### src/rtl/sv_rebuild_pkg.sv
// Shared defaults, per-element state encoding and the popcount helper for the
// 18-element DAC state-vector rebuilder.
package sv_rebuild_pkg;

   localparam int unsigned DefaultN       = 18;
   localparam int unsigned DefaultHoldMin = 4;
   localparam int unsigned DefaultHw      = 3;

   // 2'b11 is unused and recovers to StOff.
   typedef enum logic [1:0] {
      StOff  = 2'b00,
      StHold = 2'b01,
      StOn   = 2'b10
   } el_state_e;

   function automatic logic [4:0] popcount(input logic [DefaultN-1:0] v);
      logic [4:0] c;
      c = '0;
      for (int i = 0; i < DefaultN; i++) begin
         c = c + 5'(v[i]);
      end
      return c;
   endfunction

endpackage

### src/rtl/sv_rebuild_cell.sv
// One DAC element: OFF / HOLD / ON state machine with a minimum on-time counter
// and a sticky clear-pending flag.
module sv_rebuild_cell
   import sv_rebuild_pkg::*;
#(
   parameter int unsigned HOLD_MIN = DefaultHoldMin,
   parameter int unsigned HW       = DefaultHw
) (
   input  logic clk,
   input  logic rstn,
   input  logic clk_en,
   input  logic st,
   input  logic cl,
   output logic sv,
   output logic pend,
   output logic sv_next
);

   localparam logic [HW-1:0] Reload = HW'(HOLD_MIN - 1);

   el_state_e     state_q, state_d;
   logic [HW-1:0] cnt_q, cnt_d;
   logic          pend_q, pend_d;
   logic          sv_q;

   always_comb begin
      state_d = state_q;
      cnt_d   = cnt_q;
      pend_d  = pend_q;
      case (state_q)
         StOff: begin
            if (st) begin
               state_d = StHold;
               cnt_d   = Reload;
               pend_d  = cl;
            end
         end
         StHold: begin
            if (st) begin
               cnt_d  = Reload;
               pend_d = cl;
            end else if (cnt_q != '0) begin
               cnt_d  = cnt_q - 1'b1;
               pend_d = pend_q | cl;
            end else if (pend_q || cl) begin
               state_d = StOff;
               pend_d  = 1'b0;
            end else begin
               state_d = StOn;
            end
         end
         StOn: begin
            if (st) begin
               // A simultaneous clear re-arms and releases after the hold.
               state_d = StHold;
               cnt_d   = Reload;
               pend_d  = cl;
            end else if (cl) begin
               state_d = StOff;
            end
         end
         default: begin
            state_d = StOff;
            cnt_d   = '0;
            pend_d  = 1'b0;
         end
      endcase
   end

   assign sv_next = (state_d == StHold) || (state_d == StOn);

   always_ff @(posedge clk or negedge rstn) begin
      if (!rstn) begin
         state_q <= StOff;
         cnt_q   <= '0;
         pend_q  <= 1'b0;
         sv_q    <= 1'b0;
      end else if (clk_en) begin
         state_q <= state_d;
         cnt_q   <= cnt_d;
         pend_q  <= pend_d;
         sv_q    <= sv_next;
      end
   end

   assign sv   = sv_q;
   assign pend = pend_q;

endmodule

### src/rtl/sv_rebuild18.sv
// Top level: N independent element cells plus the registered active-element count.
module sv_rebuild18
   import sv_rebuild_pkg::*;
#(
   parameter int unsigned N        = DefaultN,
   parameter int unsigned HOLD_MIN = DefaultHoldMin,
   parameter int unsigned HW       = DefaultHw
) (
   input  logic         clk,
   input  logic         rstn,
   input  logic         clk_en,
   input  logic [N-1:0] ST,
   input  logic [N-1:0] CL,
   output logic [N-1:0] SV,
   output logic [N-1:0] PEND,
   output logic [4:0]   ACT
);

   logic [N-1:0] sv_next;

   for (genvar i = 0; i < N; i++) begin : g_cell
      sv_rebuild_cell #(
         .HOLD_MIN (HOLD_MIN),
         .HW       (HW)
      ) u_cell (
         .clk     (clk),
         .rstn    (rstn),
         .clk_en  (clk_en),
         .st      (ST[i]),
         .cl      (CL[i]),
         .sv      (SV[i]),
         .pend    (PEND[i]),
         .sv_next (sv_next[i])
      );
   end

   // Counted from next-state so ACT and SV move on the same edge.
   always_ff @(posedge clk or negedge rstn) begin
      if (!rstn) begin
         ACT <= '0;
      end else if (clk_en) begin
         ACT <= popcount(DefaultN'(sv_next));
      end
   end

endmodule

### config.mk
export PLATFORM = sky130hd
export DESIGN_NAME = sv_rebuild18
export DESIGN_NICKNAME = d
export VERILOG_FILES = /design/src/rtl/sv_rebuild_pkg.sv /design/src/rtl/sv_rebuild_cell.sv /design/src/rtl/sv_rebuild18.sv
export SDC_FILE = /design/constraint.sdc
export NUM_CORES = 1
export LEC_CHECK = 0
export ABC_AREA = 1
export CAP_MARGIN = 20
export CELL_PAD_IN_SITES_DETAIL_PLACEMENT = 1
export CELL_PAD_IN_SITES_GLOBAL_PLACEMENT = 1
export CORE_MARGIN = 3
export CORE_UTILIZATION = 43
export DETAILED_ROUTE_END_ITERATION = 10
export PLACE_DENSITY = 0.93
export SYNTH_ARGS = -nofsm -noshare
export SYNTH_HDL_FRONTEND = slang
export SYNTH_SLANG_ARGS = --single-unit
### constraint.sdc
create_clock -name clk -period 5.5 [get_ports clk]
set_clock_uncertainty 0.2 [all_clocks]
set_input_delay 1.1 -clock clk [delete_from_list [all_inputs] [get_ports clk]]
set_output_delay 1.1 -clock clk [all_outputs]
set_load 0.05 [all_outputs]
* After elaboration in Yosys (flattened, before gate mapping)
Cells that the tools add are included.
Word-level totals: flip-flop bits (word level) 131, input port bits 39, output and inout bits 41, logic and storage cells 666
Operators by class: add/subtract/negate cells 35, eq/ne operators 126, muxes and demuxes 288, bitwise operators 18, reductions and logical operators 126
Operator list (count):
- 2-bit 2-to-1 mux | 108
- 3-bit 2-to-1 mux | 54
- 2-bit one-hot mux with 3 select lines | 18
- 3-bit one-hot mux with 2 select lines | 18
- 3-bit AND reduction | 36
- 2-bit by 1-bit equality test with 1-bit output (second input constant) | 36
- 2-bit equality test (second input constant) | 36
- 1-bit 2-to-1 mux | 72
- 4-bit by 2-bit != test with 1-bit output (second input constant) | 18
- 5-bit by 1-bit adder with 5-bit output | 13
- 3-bit by 2-bit != test with 1-bit output (second input constant) | 18
- 3-bit nonzero test | 18
- 3-bit by 1-bit subtractor with 3-bit output (second input constant) | 18
- 2-bit logical NOT | 18
- 1-bit logical OR | 36
- 2-bit by 1-bit != test with 1-bit output (second input constant) | 18
- 1-bit one-hot mux with 2 select lines | 18
- 2-bit OR reduction | 18
- 1-bit OR | 18
- 4-bit by 1-bit adder with 5-bit output | 1
- 3-bit by 1-bit adder with 4-bit output | 1
- 2-bit by 1-bit adder with 3-bit output | 1
- 1-bit by 1-bit adder with 2-bit output | 1

* Longest topological paths before layout
word-level depth 24, gate-level depth with buffers 21, mapped depth without buffers 21

* By module
A second synthesis with hierarchy kept.
Second synthesis, totals: cell total of the unflattened synthesis 1215, area, all modules 9028.7 um^2
Modules (own cells, without submodules):
- sv_rebuild_cell | instances 18, cells an instance 63, area each 462.9 um^2, seq. area each 175.2 um^2
- sv_rebuild18 | instances 1, cells an instance 81, area each 695.7 um^2, seq. area each 125.1 um^2

* Worst setup path after synthesis
No wires, ideal clock.
kind input to register, start point in ST[13], end point reg ACT[2], library setup time 0.121 ns, arrival time 4.953 ns, required time 5.179 ns, path slack 0.226 ns, cell stages on the path 17, path buffers 0, path through nor2_1 > inv_1 > nand3_1 > nand3_1 > fa_1 > fa_1 > inv_1 > fa_1 > fa_1 > fa_1 > inv_1 > ha_1 > inv_1 > fa_1 > nor2_1 > nor2_1 > a22o_1
Between the ends: word-level cells in the longest chain between the ends 9, elaborated cells on any way between the ends 12, classes of those cells 5 x add/sub; 2 x eq/ne; 4 x mux; 1 x reduce/logical
Ends and longest elaborated chain:
- from (decl) | line sv_rebuild18.sv:12 | input logic [N-1:0] ST,
- 2-bit 2-to-1 mux, on equally long branches | line sv_rebuild_cell.sv:53, sv_rebuild_cell.sv:32, sv_rebuild_cell.sv:39
- 2-bit one-hot mux with 3 select lines (*) | line sv_rebuild_cell.sv:30 | case (state_q)
- 2-bit by 1-bit equality test with 1-bit output / 2-bit equality test (equally long branches) | line sv_rebuild_cell.sv:70 | assign sv_next = (state_d == StHold) || (state_d == StOn);
- 1-bit logical OR (*) | line sv_rebuild_cell.sv:70
- named net g_cell[13].u_cell.sv_next | line sv_rebuild_cell.sv:16 | output logic sv_next
- 5-bit by 1-bit adder with 5-bit output (*) (5 in series) | line sv_rebuild_pkg.sv:20 | c = c + 5'(v[i]);
- to (signal assigned) | line sv_rebuild18.sv:42 | ACT <= popcount(DefaultN'(sv_next));
- to (decl) | line sv_rebuild18.sv:16 | output logic [4:0] ACT
Mark *: on every way through the listed nets, which the timed path passes. The rest lies on a longest branch. A chain may end at the register's enable or synchronous reset.

* Worst setup path after layout
start point in ST[5], end point reg g_cell[5].u_cell.state_q[1]
Between the ends: word-level cells in the longest chain between the ends 2, elaborated cells on any way between the ends 4, classes of those cells 4 x mux
Ends and longest elaborated chain:
- 2-bit 2-to-1 mux, on equally long branches | line sv_rebuild_cell.sv:53, sv_rebuild_cell.sv:32, sv_rebuild_cell.sv:39
- 2-bit one-hot mux with 3 select lines (*) | line sv_rebuild_cell.sv:30
- to (signal assigned) | line sv_rebuild_cell.sv:74 | state_q <= StOff;
- to (signal assigned) | line sv_rebuild_cell.sv:79 | state_q <= state_d;
- to (decl) | line sv_rebuild_cell.sv:21 | el_state_e state_q, state_d;
Mark *: on every way between the ends. The rest lies on a longest branch, timed or not.

==> results <==
[metal layers]
layer	GRT usage [%]	wire, um	part of all wire [%]	vias up
met5	0	0	0	-
met4	9.98	898	3.3	0
met3	5.56	828	3.0	64
met2	47.0	14700	53	148
met1	28.0	11100	40	4278
li1	-	-	-	4145
[layout by cell type, fill, tap and decap left out, types with 12 or more instances in the layout]
cell type	count
nand2_1	401
inv_1	183
dfrtp_1	131
buf_4	85
nor2_1	81
nand3_1	76
clkdlybuf4s50_1	59
o21ai_0	58
ha_1	43
o21ai_1	40
a21oi_1	35
nor2_2	27
inv_2	22
or2_2	20
clkbuf_16	17
nand4_1	16
a31oi_1	16
nand3_2	12
[logic make-up (layout without fill, tap and decap cells)]
group | after synthesis | after routing | synth area share [%]
adders and majority gates | 56 | 56 | 9.01
AOI/OAI and AO/OA | 165 | 165 | 10.3
and+or+nand+nor | 644 | 644 | 30.6
buffers and inverters | 256 | 401 | 12.8
DFF | 131 | 131 | 37.3
[where the power goes]
part	total (mW)	internal, mW	switching, mW
sequential	1.49	1.23	0.251
combinational	3.69	1.49	2.20
clock	1.13	0.708	0.425
total	6.31	3.43	2.88
[registers in the layout (all words and copies together) (netlist names)]
signal,cells
g_cell.u_cell.cnt_q,54
g_cell.u_cell.state_q,36
g_cell.u_cell.pend,18
g_cell.u_cell.sv,18
ACT,5
[timing repair]
item                                    CTS  global route
hold buffers                              0             0
endpoints found under the setup margin    3             6
buffers inserted                         31             7
pin swaps                                13            22
resized for setup                        28            35
[stage by stage]
stage / cells / hold WS [ns]
3_5_place_dp: 1594 / 0.269
6_report: 1662 / 0.284
5_1_grt: 1662 / 0.322
3_3_place_gp: 1594 / 0.267
2_1_floorplan: 1252 / 0.250
4_1_cts: 1655 / 0.288
[worst reg2reg max path, delay by kind of cell (launching register included)]
kind | cells | cell delay (ns)
fa+ha+maj | 7 | 3.05
simple gates | 5 | 0.60
flops | 1 | 0.47
buf+inv | 4 | 0.41
compound gates | 1 | 0.23
[path summary, 6_finish.rpt]
path / slack (ns) / endpoint
max: 0.06 / g_cell[5].u_cell.state_q[1]
min: 0.28 / g_cell[6].u_cell.sv
max reg2reg: 0.41 / ACT[2]
min reg2reg: 0.28 / g_cell[6].u_cell.sv
max in group asynchronous: 3.50 / g_cell[8].u_cell.cnt_q[2]
min in group asynchronous: 0.59 / g_cell[0].u_cell.cnt_q[2]
[final cells by class]
class                           instances  area [sq um]
Timing Repair Buffer                  165          1450
Tap cell                              265           332
Inverter                              206           776
Clock inverter                          5          75.1
Multi-Input combinational cell        865          4500
Clock buffer                           25           495
Fill cell                            2550          8880
Sequential cell                       131          3280
==> out/results.tsv <==
metric	value	unit
fin_setup_tns	0	ns
yosys.area.top_type_share	37.3	%
drv_cap	0	
place_ws	-0.663	ns
path_max_fanout	3	
netlist_instances	1252	
gp_congestion	0.850	
leakagePower	5.80	nW
ant_nets	0	
dp_hpwl	17900	um
portBuffers	79	
hold_start	g_cell[6].u_cell.sv	
netlist_area	8780	sq um
track_usage	25.3	%
ios	80	
core_area	19800	sq um
num-nets-final	1481	
dr.first_iter.drc_count	343	
hold_path_class	flip-flop to flip-flop	
viasPerCell	5.20	
start_util	44.4	%
worstPathRequired	5.64	ns
synth_fp_nets	1347	
antenna_found_initial	0	
synth_most_common_cell	nand2_1	
worst_pin_slew	1.04	ns
synthDistinctLibCells	29	
cts_tree	yes	
start_kind	input port	
hold_violations	0	
grt_pass1_vias	9633	
syn_to_final_growth	24.1	%
synth-edff-count	0	
end_kind	flip-flop	
synth_ff_type	dfrtp_1	
synthTopCellsByArea	dfrtp_1 (37%), nand2_1 (17%), inv_1 (8.3%)	
grt_pass1_wl	45500	um
outcome	finished, final reports clean	
h-tree-depth	4	
diodes	0	
yosysSeqAreaShare	37.3	%
die-area	22200	sq um
vias	8635	
post_drt_wl_per_cell	16.6	um
die_y	149	um
postLayoutSetupSlackWorst	0.0570	ns
clk_pin_slew	0.06	ns
grt_max_degree	106	
path_class	input port to flip-flop	
rows	51	
reg2reg_from	g_cell[5].u_cell.state_q[0]	
dr.pass1.iters	6	
slew_headroom	30.9	%
synthTopCellsByCount	nand2_1 (402), inv_1 (194), dfrtp_1 (131), nor2_1 (91), nand3_1 (88)	
setup_viol	0	
worstRegToRegCells	17	
postSynth.asyncResetShare	100	%
yosysTopAreaCell	dfrtp_1	
root_buffer	clkbuf_16	
die_w	149	um
drv_slew	0	
path_buf_inv	31	
overflow	0	
fin_crit_sh	99.0	%
clk_latency	0.44	ns
ys.warnings.count	0	
fin_util	55.1	%
final_area	10900	sq um
slowest_stage	buf_4	
p_per_area	579	nW/um^2
drt_wl_total	27500	um
critPathTopFamily	buffers and inverters	
final_layout_size_suffix_gt1_share	15.7	%
layout_min_cycle_time	5.44	ns
clkSinkCount	131	
cp.arrival	5.59	ns
finalPower	6.31	mW
critPathMaxStageDelay	0.16	ns
synth_seq_cells	131	
syn_area_per_cell	7.01	sq um
cp_common_cell	buf_4	
post-route-drc-count	0	
clk_path_buf_depth	2	
min_path_cells	2	
placed_cell_area	9910	sq um
irDropWorstVdd	0.000567	V
setup.worst_path.start	ST[5]	
cp.depth	36	
fmax	0.184	GHz
numCtsBuffers	17	
No activity file was read; power rests on OpenSTA's default activity.
